==> config.mk <==
export PLATFORM = sky130hd
export DESIGN_NAME = bitpack_ctrl_seq
export DESIGN_NICKNAME = d
export VERILOG_FILES = /design/src/rtl/bitpack_pkg.sv /design/src/rtl/axil_wr_chan.sv /design/src/rtl/bitpack_ctrl_seq.sv
export SDC_FILE = /design/constraint.sdc
export NUM_CORES = 1
export LEC_CHECK = 0
export ABC_CLOCK_PERIOD_IN_PS = 3300
export CORE_MARGIN = 2
export CORE_UTILIZATION = 30
export DETAILED_ROUTE_END_ITERATION = 12
export PLACE_DENSITY_LB_ADDON = 0.3
export SYNTH_ARGS = -nofsm -noshare
export SYNTH_HDL_FRONTEND = slang
export SYNTH_HIERARCHICAL = 1
export SYNTH_SLANG_ARGS = --single-unit
==> constraint.sdc <==
create_clock -name ACLK -period 3.3 [get_ports ACLK]
set_clock_uncertainty 0.05 [all_clocks]
set_input_delay 0.99 -clock ACLK [delete_from_list [all_inputs] [get_ports ACLK]]
set_output_delay 0.99 -clock ACLK [all_outputs]
set_load 0.01 [all_outputs]
==> src/rtl/bitpack_pkg.sv <==
// Shared types and constants for the BitPack control sequencer and its channel helpers.
// Latency: n/a (declarations only).
// Backpressure: n/a.
package bitpack_pkg;

    typedef enum logic [2:0] {
        S_IDLE,
        S_WADDR,
        S_WRESP,
        S_RADDR,
        S_RDATA,
        S_DONE,
        S_ERR
    } state_t;

    localparam logic [1:0] ERR_NONE    = 2'd0;
    localparam logic [1:0] ERR_BRESP   = 2'd1;
    localparam logic [1:0] ERR_RRESP   = 2'd2;
    localparam logic [1:0] ERR_TIMEOUT = 2'd3;

    localparam logic [1:0] RESP_OKAY   = 2'b00;

    // Completed-run counter that sticks at its maximum instead of wrapping.
    function automatic logic [7:0] sat_inc8(input logic [7:0] v);
        return (v == 8'hFF) ? v : v + 8'd1;
    endfunction

endpackage

==> src/rtl/axil_wr_chan.sv <==
// AXI-Lite AW/W handshake tracker: raises both VALIDs on launch, drops each on its own READY.
// Latency: VALIDs high the cycle after launch_i; both_o pulses combinationally in the cycle the last handshake completes.
// Backpressure: each VALID is held until its READY; launch_i must only be pulsed while idle.
module axil_wr_chan (
    input  logic clk_i,
    input  logic rst_ni,
    input  logic launch_i,
    input  logic awready_i,
    input  logic wready_i,
    output logic awvalid_o,
    output logic wvalid_o,
    output logic both_o
);
    logic aw_q;
    logic w_q;
    logic active_q;

    // Both channels are done once each has either already handshaked or is handshaking now.
    assign both_o    = active_q && (!aw_q || awready_i) && (!w_q || wready_i);
    assign awvalid_o = aw_q;
    assign wvalid_o  = w_q;

    // Independent VALID tracking per channel; active_q marks a write in flight.
    always_ff @(posedge clk_i or negedge rst_ni) begin
        if (!rst_ni) begin
            aw_q     <= 1'b0;
            w_q      <= 1'b0;
            active_q <= 1'b0;
        end else if (launch_i) begin
            aw_q     <= 1'b1;
            w_q      <= 1'b1;
            active_q <= 1'b1;
        end else begin
            if (aw_q && awready_i) aw_q <= 1'b0;
            if (w_q && wready_i)   w_q  <= 1'b0;
            if (both_o)            active_q <= 1'b0;
        end
    end

endmodule

==> src/rtl/bitpack_ctrl_seq.sv <==
// AXI-Lite control master: replays a register-write script, polls a status register, repeats for several runs.
// Latency: first AW/W one cycle after START; each step waits on its slave handshake; ARVALID re-arms the cycle after a non-matching R.
// Backpressure: every VALID is held until READY; BREADY/RREADY are always high, so B and R are never stalled.
module bitpack_ctrl_seq #(
    parameter int unsigned ADDR_WIDTH  = 4,
    parameter int unsigned DATA_WIDTH  = 32,
    parameter int unsigned NUM_WRITES  = 4,
    parameter int unsigned ITERATIONS  = 2,
    parameter int unsigned RERUN_START = 3,
    parameter int unsigned POLL_ADDR   = 0,
    parameter logic [63:0] POLL_MASK   = 64'd1,
    parameter logic [63:0] POLL_VALUE  = 64'd0,
    parameter int unsigned TIMEOUT     = 65535
) (
    input  logic                             ACLK,
    input  logic                             ARESETN,
    input  logic                             START,
    input  logic [NUM_WRITES*ADDR_WIDTH-1:0] SCRIPT_ADDR,
    input  logic [NUM_WRITES*DATA_WIDTH-1:0] SCRIPT_DATA,
    output logic                             BUSY,
    output logic                             DONE,
    output logic                             ERROR,
    output logic [1:0]                       ERR_CODE,
    output logic [7:0]                       ITER,
    output logic [ADDR_WIDTH-1:0]            M_AWADDR,
    output logic [2:0]                       M_AWPROT,
    output logic                             M_AWVALID,
    input  logic                             M_AWREADY,
    output logic [DATA_WIDTH-1:0]            M_WDATA,
    output logic [DATA_WIDTH/8-1:0]          M_WSTRB,
    output logic                             M_WVALID,
    input  logic                             M_WREADY,
    input  logic [1:0]                       M_BRESP,
    input  logic                             M_BVALID,
    output logic                             M_BREADY,
    output logic [ADDR_WIDTH-1:0]            M_ARADDR,
    output logic [2:0]                       M_ARPROT,
    output logic                             M_ARVALID,
    input  logic                             M_ARREADY,
    input  logic [DATA_WIDTH-1:0]            M_RDATA,
    input  logic [1:0]                       M_RRESP,
    input  logic                             M_RVALID,
    output logic                             M_RREADY
);
    import bitpack_pkg::*;

    localparam int unsigned IDX_W = (NUM_WRITES > 1) ? $clog2(NUM_WRITES) : 1;
    localparam int unsigned PCW   = $clog2(TIMEOUT + 1);

    state_t                 state_q;
    logic [IDX_W-1:0]       idx_q, idx_d;
    logic [PCW-1:0]         poll_q;
    logic [7:0]             iter_q;
    logic                   busy_q, done_q, error_q;
    logic [1:0]             err_code_q;
    logic [ADDR_WIDTH-1:0]  awaddr_q;
    logic [DATA_WIDTH-1:0]  wdata_q;
    logic                   arvalid_q;
    logic                   b_pend_q;
    logic [1:0]             b_resp_q;

    logic wr_both, b_hit, b_ok, r_ok, match, last_wr, last_run, poll_exp;
    logic start_go, next_wr, rerun, wr_launch;

    assign BUSY      = busy_q;
    assign DONE      = done_q;
    assign ERROR     = error_q;
    assign ERR_CODE  = err_code_q;
    assign ITER      = iter_q;
    assign M_AWADDR  = awaddr_q;
    assign M_AWPROT  = 3'b000;
    assign M_WDATA   = wdata_q;
    assign M_WSTRB   = {(DATA_WIDTH/8){1'b1}};
    assign M_BREADY  = 1'b1;
    assign M_ARADDR  = ADDR_WIDTH'(POLL_ADDR);
    assign M_ARPROT  = 3'b000;
    assign M_ARVALID = arvalid_q;
    assign M_RREADY  = 1'b1;

    axil_wr_chan u_wr_chan (
        .clk_i     (ACLK),
        .rst_ni    (ARESETN),
        .launch_i  (wr_launch),
        .awready_i (M_AWREADY),
        .wready_i  (M_WREADY),
        .awvalid_o (M_AWVALID),
        .wvalid_o  (M_WVALID),
        .both_o    (wr_both)
    );

    // Step decisions shared by the FSM and the write launcher; a B latched during WADDR counts as arrived.
    always_comb begin
        b_hit     = (state_q == S_WRESP) && (M_BVALID || b_pend_q);
        b_ok      = ((b_pend_q ? b_resp_q : M_BRESP) == RESP_OKAY);
        r_ok      = (M_RRESP == RESP_OKAY);
        match     = ((M_RDATA & POLL_MASK[DATA_WIDTH-1:0]) == POLL_VALUE[DATA_WIDTH-1:0]);
        last_wr   = (idx_q == IDX_W'(NUM_WRITES - 1));
        last_run  = ((32'(iter_q) + 32'd1) == ITERATIONS);
        poll_exp  = ((32'(poll_q) + 32'd1) >= TIMEOUT);
        start_go  = (state_q == S_IDLE) && START;
        next_wr   = b_hit && b_ok && !last_wr;
        rerun     = (state_q == S_RDATA) && M_RVALID && r_ok && match && !last_run;
        wr_launch = start_go || next_wr || rerun;
        idx_d     = idx_q;
        if (start_go)     idx_d = '0;
        else if (next_wr) idx_d = idx_q + IDX_W'(1);
        else if (rerun)   idx_d = IDX_W'(RERUN_START);
    end

    // Sequencer FSM with registered status outputs and script-entry capture on every write launch.
    always_ff @(posedge ACLK or negedge ARESETN) begin
        if (!ARESETN) begin
            state_q    <= S_IDLE;
            idx_q      <= '0;
            poll_q     <= '0;
            iter_q     <= 8'd0;
            busy_q     <= 1'b0;
            done_q     <= 1'b0;
            error_q    <= 1'b0;
            err_code_q <= ERR_NONE;
            awaddr_q   <= '0;
            wdata_q    <= '0;
            arvalid_q  <= 1'b0;
            b_pend_q   <= 1'b0;
            b_resp_q   <= RESP_OKAY;
        end else begin
            idx_q <= idx_d;
            if (wr_launch) begin
                awaddr_q <= SCRIPT_ADDR[idx_d*ADDR_WIDTH +: ADDR_WIDTH];
                wdata_q  <= SCRIPT_DATA[idx_d*DATA_WIDTH +: DATA_WIDTH];
            end
            case (state_q)
                S_IDLE: begin
                    if (START) begin
                        state_q    <= S_WADDR;
                        busy_q     <= 1'b1;
                        done_q     <= 1'b0;
                        error_q    <= 1'b0;
                        err_code_q <= ERR_NONE;
                        iter_q     <= 8'd0;
                        poll_q     <= '0;
                    end
                end
                S_WADDR: begin
                    if (wr_both) begin
                        state_q <= S_WRESP;
                        // A B arriving with the final AW/W handshake is consumed by BREADY=1, so keep it.
                        if (M_BVALID) begin
                            b_pend_q <= 1'b1;
                            b_resp_q <= M_BRESP;
                        end
                    end
                end
                S_WRESP: begin
                    if (b_hit) begin
                        b_pend_q <= 1'b0;
                        if (!b_ok) begin
                            state_q    <= S_ERR;
                            busy_q     <= 1'b0;
                            error_q    <= 1'b1;
                            err_code_q <= ERR_BRESP;
                        end else if (!last_wr) begin
                            state_q <= S_WADDR;
                        end else begin
                            state_q   <= S_RADDR;
                            arvalid_q <= 1'b1;
                        end
                    end
                end
                S_RADDR: begin
                    if (M_ARREADY) begin
                        arvalid_q <= 1'b0;
                        state_q   <= S_RDATA;
                    end
                end
                S_RDATA: begin
                    if (M_RVALID) begin
                        if (!r_ok) begin
                            state_q    <= S_ERR;
                            busy_q     <= 1'b0;
                            error_q    <= 1'b1;
                            err_code_q <= ERR_RRESP;
                        end else if (match) begin
                            iter_q <= sat_inc8(iter_q);
                            poll_q <= '0;
                            if (last_run) begin
                                state_q <= S_DONE;
                                busy_q  <= 1'b0;
                                done_q  <= 1'b1;
                            end else begin
                                state_q <= S_WADDR;
                            end
                        end else if (poll_exp) begin
                            state_q    <= S_ERR;
                            busy_q     <= 1'b0;
                            error_q    <= 1'b1;
                            err_code_q <= ERR_TIMEOUT;
                        end else begin
                            poll_q    <= poll_q + PCW'(1);
                            state_q   <= S_RADDR;
                            arvalid_q <= 1'b1;
                        end
                    end
                end
                S_DONE:  state_q <= S_IDLE;
                S_ERR:   state_q <= S_IDLE;
                default: state_q <= S_IDLE;
            endcase
        end
    end

endmodule

### After elaboration in Yosys (flattened, before gate mapping)

Index checks and enable logic that the tools add are counted.

* output and inout port bits: 68
* bits of input ports: 188
* flip-flop bits (word level): 77
* logic and storage cells: 169

* multiplexer cells: 77
* equality and inequality tests: 27
* shift operators: 2
* $lt $le $gt $ge: 1
* add/sub/neg operators: 5
* reduce and logical (&&, ||, !) cells: 41

Operator list (number)
* variable part select 128 x 8 -> 32 bit: 1
* 2-to-1 mux 16 bit: 5
* 2-to-1 mux 8 bit: 5
* 2-to-1 mux 1 bit: 36
* zero test 32 bit: 1
* one-hot mux 16 bit (2 select lines): 1
* 2-to-1 mux 3 bit: 10
* != test 2 bit (second input constant): 14
* 2-to-1 mux 2 bit: 12
* adder 16 x 1 -> 17 bit (second input constant): 1
* greater-or-equal comparator 17 x 16 -> 1 bit (second input constant): 1
* adder 16 x 1 -> 16 bit (second input constant): 1
* one-hot mux 8 bit (2 select lines): 1
* variable part select 16 x 5 -> 4 bit: 1
* one-hot mux 3 bit (5 select lines): 1
* AND reduction 7 bit: 2
* logical AND 1 bit: 12
* AND reduction 6 bit: 2
* AND reduction 5 bit: 2
* nonzero test 2 bit: 5
* adder 8 x 1 -> 9 bit (second input constant): 1
* equality test 9 x 2 -> 1 bit (second input constant): 1
* != test 3 bit (second input constant): 3
* one-hot mux 1 bit (3 select lines): 3
* other kinds (19): 31

### Longest topological paths before layout

Gate-level depths: netlist (run 1).

* depth after elaboration: 9
* mapped depth: 11
* gate-level depth less buffers: 9

### Cells and area by module

The synthesis (run 1) kept the hierarchy.

By module, submodules not included
* bitpack_ctrl_seq: times used 1, cells each 584, area each 5124.9 µm², sequential area each 1851.8 µm²
* axil_wr_chan: times used 1, cells each 10, area each 132.6 µm², sequential area each 75.1 µm²

### Least setup slack after synthesis (run 1)

OpenSTA, ideal clock, no wires.

* path kind: input-to-reg
* start point: in M_BRESP[0]
* end point: reg wdata_q[15] (netlist: M_WDATA[15])
* path slack: 0.547 ns
* buffers on the path: 2
* arrival: 2.561 ns
* cell stages on the path: 8
* library setup time: 0.142 ns
* path through: nor3_1 -> o211ai_1 -> xor2_1 -> a21o_1 -> buf_4 -> buf_4 -> a211oi_1 -> a211oi_1

* cells in the longest elaborated chain, start to end: 7
* elaborated cells on any way between the ends: 9
* classes of those cells: 1 x shift; 3 x mux; 5 x reduce/logical

RTL lines
* from (decl): line bitpack_ctrl_seq.sv:33 `input logic [1:0] M_BRESP,`
* 2-to-1 mux 2 bit *: line bitpack_ctrl_seq.sv:94 `b_ok = ((b_pend_q ? b_resp_q : M_BRESP) == RESP_OKAY);`
* zero test 2 bit *: line bitpack_ctrl_seq.sv:94
* logical AND 1 bit * (2 in a row): line bitpack_ctrl_seq.sv:101 `next_wr = b_hit && b_ok && !last_wr;`
* 2-to-1 mux 2 bit: line bitpack_ctrl_seq.sv:106 `else if (next_wr) idx_d = idx_q + IDX_W'(1);`
* 2-to-1 mux 2 bit: line bitpack_ctrl_seq.sv:105 `if (start_go) idx_d = '0;`
* variable part select 128 x 8 -> 32 bit: line bitpack_ctrl_seq.sv:130 `wdata_q <= SCRIPT_DATA[idx_d*DATA_WIDTH +: DATA_WIDTH];`
* to (signal assigned): line bitpack_ctrl_seq.sv:130
* to (decl): line bitpack_ctrl_seq.sv:57 `logic [DATA_WIDTH-1:0] wdata_q;`

Every way passes the cells marked *; elsewhere a longest branch is shown, timed or not.
A chain may end at the register's enable or synchronous reset.

### Final worst setup path (run 1)

* start point: reg poll_q[0]
* end point: reg poll_q[14]

* cells in the longest elaborated chain, start to end: 6
* elaborated cells on any way between the ends: 10
* classes of those cells: 2 x add/sub; 1 x order compare; 1 x eq/ne; 5 x mux; 1 x reduce/logical

RTL lines
* from (decl): line bitpack_ctrl_seq.sv:52 `logic [PCW-1:0] poll_q;`
* from (signal assigned): line bitpack_ctrl_seq.sv:199 `poll_q <= poll_q + PCW'(1);`
* branches (longest 6 deep; another with adder 16 x 1 -> 17 bit)

Several ways; the timed one is not identified. The select of a mux whose other input is x is not followed.

==> results of run 1 <==
cell usage after synthesis (3+ instances only):
master,instances
o21ai_0,14
a21oi_1,14
mux2i_1,38
nand4_1,9
nor3_1,20
a211oi_1,72
dfrtp_1,77
nor2_1,78
and2_1,4
mux2_2,4
buf_4,23
o22a_1,4
ha_1,5
and3_1,40
buf_2,12
clkbuf_1,18
a211o_1,4
nor2b_1,7
nand3_1,11
a31oi_1,5
nand2b_1,6
o31ai_1,4
inv_1,7
a21o_1,4
and4_1,3
nor4_1,4
a221o_1,11
nand2_1,39
o211ai_1,7
worst paths after layout:
path | from | end | depth (start not counted)
hold reg to reg | u_wr_chan/active_q | u_wr_chan/active_q | 1
hold / removal | u_wr_chan/active_q | u_wr_chan/active_q | 1
setup / recovery | poll_q[0] | poll_q[14] | 9
max in group asynchronous | ARESETN | b_resp_q[1] | 2
min in group asynchronous | ARESETN | M_WDATA[13] | 2
setup reg to reg | poll_q[0] | poll_q[14] | 9
worst max-delay path, stage by stage, from the launching register on:
cell,delay (ns)
dfrtp_1,0.47
ha_1,0.35
a21oi_1,0.09
nand2b_1,0.20
o31a_1,0.29
nor2_1,0.22
o32ai_4,0.18
buf_4,0.19
o31a_4,0.42
a221o_1,0.38
per-stage QoR:
stage / utilization [%] / instances / power (uW)
6_report: 46.73 / 1037 / 5372
5_1_grt: 46.73 / 1037 / 5731
4_1_cts: 46.72 / 1036 / 5429
3_5_place_dp: 44.74 / 1020 / 4242
3_3_place_gp: 44.74 / 1020 / 4219
2_1_floorplan: - / 608 / 2921
report_power, final:
part	switching, uW	internal [uW]	leakage [uW]
clock	399	759	0.000167
combinational	1340	1390	0.00231
sequential	213	1270	0.000946
cells by family (layout without fill, tap and decap cells):
group	after synthesis	count (layout)	synth area share [%]
adders and majority gates	5	5	1.190
other	2	17	0.1428
AOI/OAI and AO/OA	161	161	23.35
and+or+nand+nor	239	239	23.23
buffers and inverters	65	268	6.854
muxes	42	42	8.091
xor gates and xnor gates	3	3	0.4999
DFF	77	77	36.65
layer usage:
metal	global-route usage, %	vias up	share of wire, %
li1	-	2620	-
met1	23.62	2510	43
met2	31.66	174	48
met3	6.078	22	7.3
met4	6.250	4	1.6
met5	0	-	0.15
state kept, by name (all words and copies together) (netlist names):
register and flops:
ERR_CODE 2, M_WDATA 32, u_wr_chan/awvalid_o 1, b_resp_q 2
BUSY 1, u_wr_chan/wvalid_o 1, DONE 1, poll_q 16
M_AWADDR 4, M_ARVALID 1, ERROR 1, ITER 8
idx_q 2, state_q 3, u_wr_chan/active_q 1, b_pend_q 1
placed cells by master (no fill, tap or decap), drive strengths merged, types with 3 or more instances in the layout:
cell type      netlist  final
o21ai               15     15
nand2b               8      8
buf                 39     37
nand2               39     39
and2                 4      4
clkbuf              18     12
dfrtp               77     77
inv                  8      8
o31ai                4      4
o211ai               8      8
mux2i               38     38
nand4                9      9
o32ai                3      3
a211oi              72     72
and4                 3      3
a21o                 4      4
nand3               13     13
ha                   5      5
mux2                 4      4
o22a                 4      4
conb                 2     16
bufinv               0      3
nor4                 4      4
clkdlybuf4s50        0    207
a211o                4      4
nor3                20     20
a21oi               14     14
and3                40     40
a31oi                5      5
nor2b                7      7
nor2                79     79
a221o               11     11
cell type report:
| class | count | area (sq um) |
|---|---|---|
| Clock inverter | 4 | 95.09 |
| Clock buffer | 12 | 246.5 |
| Inverter | 8 | 30.03 |
| Timing Repair Buffer | 244 | 2425 |
| Fill cell | 1663 | 9181 |
| Antenna cell | 1 | 2.502 |
| Multi-Input combinational cell | 466 | 3048 |
| Sequential cell | 77 | 1927 |
| Tap cell | 225 | 281.5 |
==> metrics.txt, run 1 <==
outcome finished clean; initial DRC count 296; Main synth FF type dfrtp_1; die height 136.4 um; Total GRT Usage 19.14%; Yosys cell types 67; ranking of synthesized cells by area dfrtp_1, a211oi_1, mux2i_1; wire length per cell 16.82 um; later-pin clock latency in the skew report 0.34 ns; Async SR Flop Fraction 100.0%; classification of the worst-slack hold path reg2reg; Initial Utilization 30.50%; post-route clock period utilization 90.08%; Synth top area share 36.65%; Crit Path Max Fanout 16; die area 18,600 sq um; Root Driver clkbuf_16; DP Worst Slack -0.009401 ns; drt pass-1 iters 5; post-DP HPWL 13,050 um; gr ovfl total 0; Worst Setup End Kind register; Finished Cell Area 8055 sq um; Num CTS Buffers 9; Setup Buffers After CTS 0; register area share after synthesis 36.65%; first-pass GRT wire length 27,730 um; hold_ws 0.4464 ns; worst-margin pin slew 0.5341 ns; Post-CTS Resized 0; final antenna-violating net count 0; largest net degree at the start of global routing 78; IO Pins 256; Max Cap Viol 0; pwr/cell area 666.9 nW/um^2; flops & latches, synth 77; Post-synth EDFFs 0; CTS tree built; Setup CP Type reg2reg; Synth Warn # 6; clk slew on worst S/H paths 0.06 ns; placer congestion estimate 0.8961; CP Launch Type register; WP data arrival 3.14 ns; antenna violations before repair 3; num rows 48; vias in the first global route 5,211; Die Width 136.4 um; Avg Inst Size Synth 8.851 sq um; Vias per Instance 5.140; # clock sinks 77; fin nets 999; Slew HR 64.28%; total wire length 17,440 um; clk buf depth 2; setup ws final 0.3273 ns; Mapped Area 5258 sq um; Vias 5,330; worst vdd ir 300.1 uV; synthesized instance count 594; Tmin final 2.973 ns; Lkg Pwr 0.003422 uW; total negative slack 0 ns; htree depth 3; r2r setup slk 0.33 ns; Final Slew Violations 0; unrepaired setup endpoints after global routing no; Area Overhead vs Synth 53.21%; Placed Instance Area 7711 sq um; leading area contributor after synthesis dfrtp_1; Hold Violations, Final 0; DRC violations left 0; Setup violations, final 0; WP data required 3.47 ns; layout cell share with drive strength beyond 1 8.878%; # hold bufs at CTS 0; Port Buf Inserts 208; Fmax 336.4 MHz; CORE AREA 17,240 sq um
No activity file was read; power rests on OpenSTA's default activity.
==> run 2: changes to the inputs <==
--- a/config.mk
+++ b/config.mk
@@ -5,9 +5,9 @@
 export SDC_FILE = /design/constraint.sdc
 export NUM_CORES = 1
 export LEC_CHECK = 0
-export ABC_CLOCK_PERIOD_IN_PS = 3300
-export CORE_MARGIN = 2
-export CORE_UTILIZATION = 30
+export ABC_CLOCK_PERIOD_IN_PS = 3200
+export CORE_MARGIN = 8
+export CORE_UTILIZATION = 42
 export DETAILED_ROUTE_END_ITERATION = 12
 export PLACE_DENSITY_LB_ADDON = 0.3
 export SYNTH_ARGS = -nofsm -noshare
==> constraint.sdc (replaced) <==
create_clock -name ACLK -period 3.2 [get_ports ACLK]
set_clock_uncertainty 0.05 [all_clocks]
set_input_delay 0.96 -clock ACLK [delete_from_list [all_inputs] [get_ports ACLK]]
set_output_delay 0.96 -clock ACLK [all_outputs]
set_load 0.01 [all_outputs]
==> metrics.txt, run 2 (same netlist as run 1, synthesis figures left out) <==
outcome finished clean; highest-delay cell along the critical path clkdlybuf4s50_1; Total GRT Usage 22.25% (+3.1 points); WP data required 3.34 ns (-0.13 ns); IO Pins 256 (unchanged); Port Buf Inserts 208 (unchanged); total power 5534 uW (+3.0%); die area 16,350 sq um (-12%); initial DRC count 359 (+21%); later-pin clock latency in the skew report 0.33 ns (about the same); reg2reg path depth 7 (-2); most common cell after layout, fill and taps aside clkdlybuf4s50_1; worst vdd ir 361.3 uV (+20%); clk buf depth 2 (unchanged); largest net degree at the start of global routing 42 (-46%); Hold EP u_wr_chan/active_q; post-route clock period utilization 95.47%; Crit Path Max Fanout 37 (+21); Slew HR 60.25% (-4.0 points); Crit Reg-Reg Startpoint poll_q[3]; post-DP HPWL 14,210 um (+8.9%); Vias per Instance 5.582 (+8.6%); Fmax 327.3 MHz; multi-input combinational cell area 3054 sq um (+0.21%); Root Driver clkbuf_16; first-pass GRT wire length 29,170 um (+5.2%); die height 127.9 um (-6.2%); Setup violations, final 0 (unchanged); fillcell total 1,058 (-36%); placer congestion estimate 0.9002 (+0.46%); Inserted Diodes 0 (-1); CP cell instances clkdlybuf4s50_1 > or2_2 > o211ai_1 > buf_4 > xor2_1 > a21o_2 > buf_12 > mux2i_1 > a211oi_1; Initial Utilization 42.35% (+12 points); Setup CP Type in2reg; pwr/cell area 688.3 nW/um^2 (+3.2%); CP Launch Type input port; final antenna-violating net count 0 (unchanged); htree depth 3 (unchanged); Die Width 127.9 um (-6.2%); Final Slew Violations 0 (unchanged); clk slew on worst S/H paths 0.06 ns (about the same); worst-margin pin slew 0.5956 ns (+0.06151 ns); Placed Instance Area 7705 sq um (about the same); fin nets 1,007 (+0.80%); worst flop-to-flop path endpoint poll_q[9]; total wire length 18,310 um (+5.0%); CP peak stage delay 0.41 ns (-0.06 ns); Vias 5,532 (+3.8%); hold depth 1 (unchanged); Setup Buffers After CTS 0 (unchanged); CTS tree built; Hold Startpoint u_wr_chan/active_q; Lkg Pwr 0.003454 uW (+0.93%); flip-flop count of the largest register after layout 32 (unchanged); drt pass-1 iters 5 (unchanged); r2r setup slk 0.36 ns (+0.03 ns); Num CTS Buffers 9 (unchanged); WP data arrival 3.19 ns (+0.05 ns); Worst Setup End Kind register; wire length per cell 18.47 um (+9.8%); classification of the worst-slack hold path reg2reg; Max Cap Viol 0 (unchanged); Area Overhead vs Synth 52.93%; antenna violations before repair 1 (-2); Hold Violations, Final 0 (unchanged); vias in the first global route 5,784 (+11%); Tmin final 3.055 ns; # clock sinks 77 (unchanged); Sequential Area 1927 sq um (unchanged); Finished Cell Area 8040 sq um (-0.19%); unrepaired setup endpoints after global routing no; num rows 41 (-15%); DRC violations left 0 (unchanged); CORE AREA 12,410 sq um (-28%); gr ovfl total 0 (unchanged); layout cell share with drive strength beyond 1 10.13% (+1.3 points); most frequent cells in the layout clkdlybuf4s50_1, nor2_1, dfrtp_1, a211oi_1, and3_1
## run 2: changes by cell type in the layout (fill, tap and decap cells not counted), sizes merged
cell	previous run	this run
diode	1	0
clkinv	1	2
bufinv	3	2
buf	37	45
## run 2: cell type report
cell class	count	share of cell area [%]
multi-input cells	466	37.99
repair buffers	252	30.91
flip-flops and latches	77	23.97
clock buffers	12	3.190
well taps	172	2.677
clock inverters	4	0.8715
inverters	8	0.4046
## run 2: metal layers
layer	global-route usage (%)	routed length, um
met5	0	7
met4	7.902	298
met3	7.404	1565
met2	38.58	9301
met1	24.94	7133
## run 2: worst max path at each step
stage                           from          end  depth (start not counted)  slack [ns]
final                       M_BVALID   M_WDATA[2]                          9        0.14
after global routing        M_BVALID   M_WDATA[2]                          9        0.03
after CTS                 M_BRESP[0]  M_WDATA[16]                         10        0.07
after detailed placement  M_BRESP[0]  M_WDATA[16]                         10       -0.26
after global placement      M_BVALID  M_WDATA[24]                         10       -0.19
after floorplan           M_BRESP[0]  M_WDATA[15]                          8        0.48
## run 2: critical path, delay by kind of cell
kind | cells | cell delay [ns]
compound gates | 3 | 0.47
mux | 1 | 0.30
buf+inv | 3 | 0.90
xor+xnor | 1 | 0.21
simple gates | 1 | 0.32
## run 2: timing repair
| action | CTS | global route |
|---|---|---|
| setup endpoints to repair | 0 | 7 |
| hold buffers | 0 | 0 |
| gates resized for setup | 0 | 4 |
## run 2: stage by stage
stage / setup slack, ns / util (%) / hold WS (ns) / std cells / TNS (ns)
floorplan: 0.4772 / - / 0.3915 / 608 / 0
finish: 0.1449 / 64.77 / 0.4245 / 991 / 0
global route: 0.02607 / 64.77 / 0.4585 / 991 / 0
global placement: -0.1936 / 62.06 / 0.4020 / 975 / -4.389
CTS: 0.07188 / 64.69 / 0.4284 / 991 / 0
detailed placement: -0.2577 / 62.06 / 0.4150 / 975 / -7.061
## run 2: power by group
group,internal [uW],leakage (uW),total (uW),switching (uW)
clock,723,0.000163,1120,392
combinational,1470,0.00235,2910,1440
sequential,1310,0.000946,1510,203
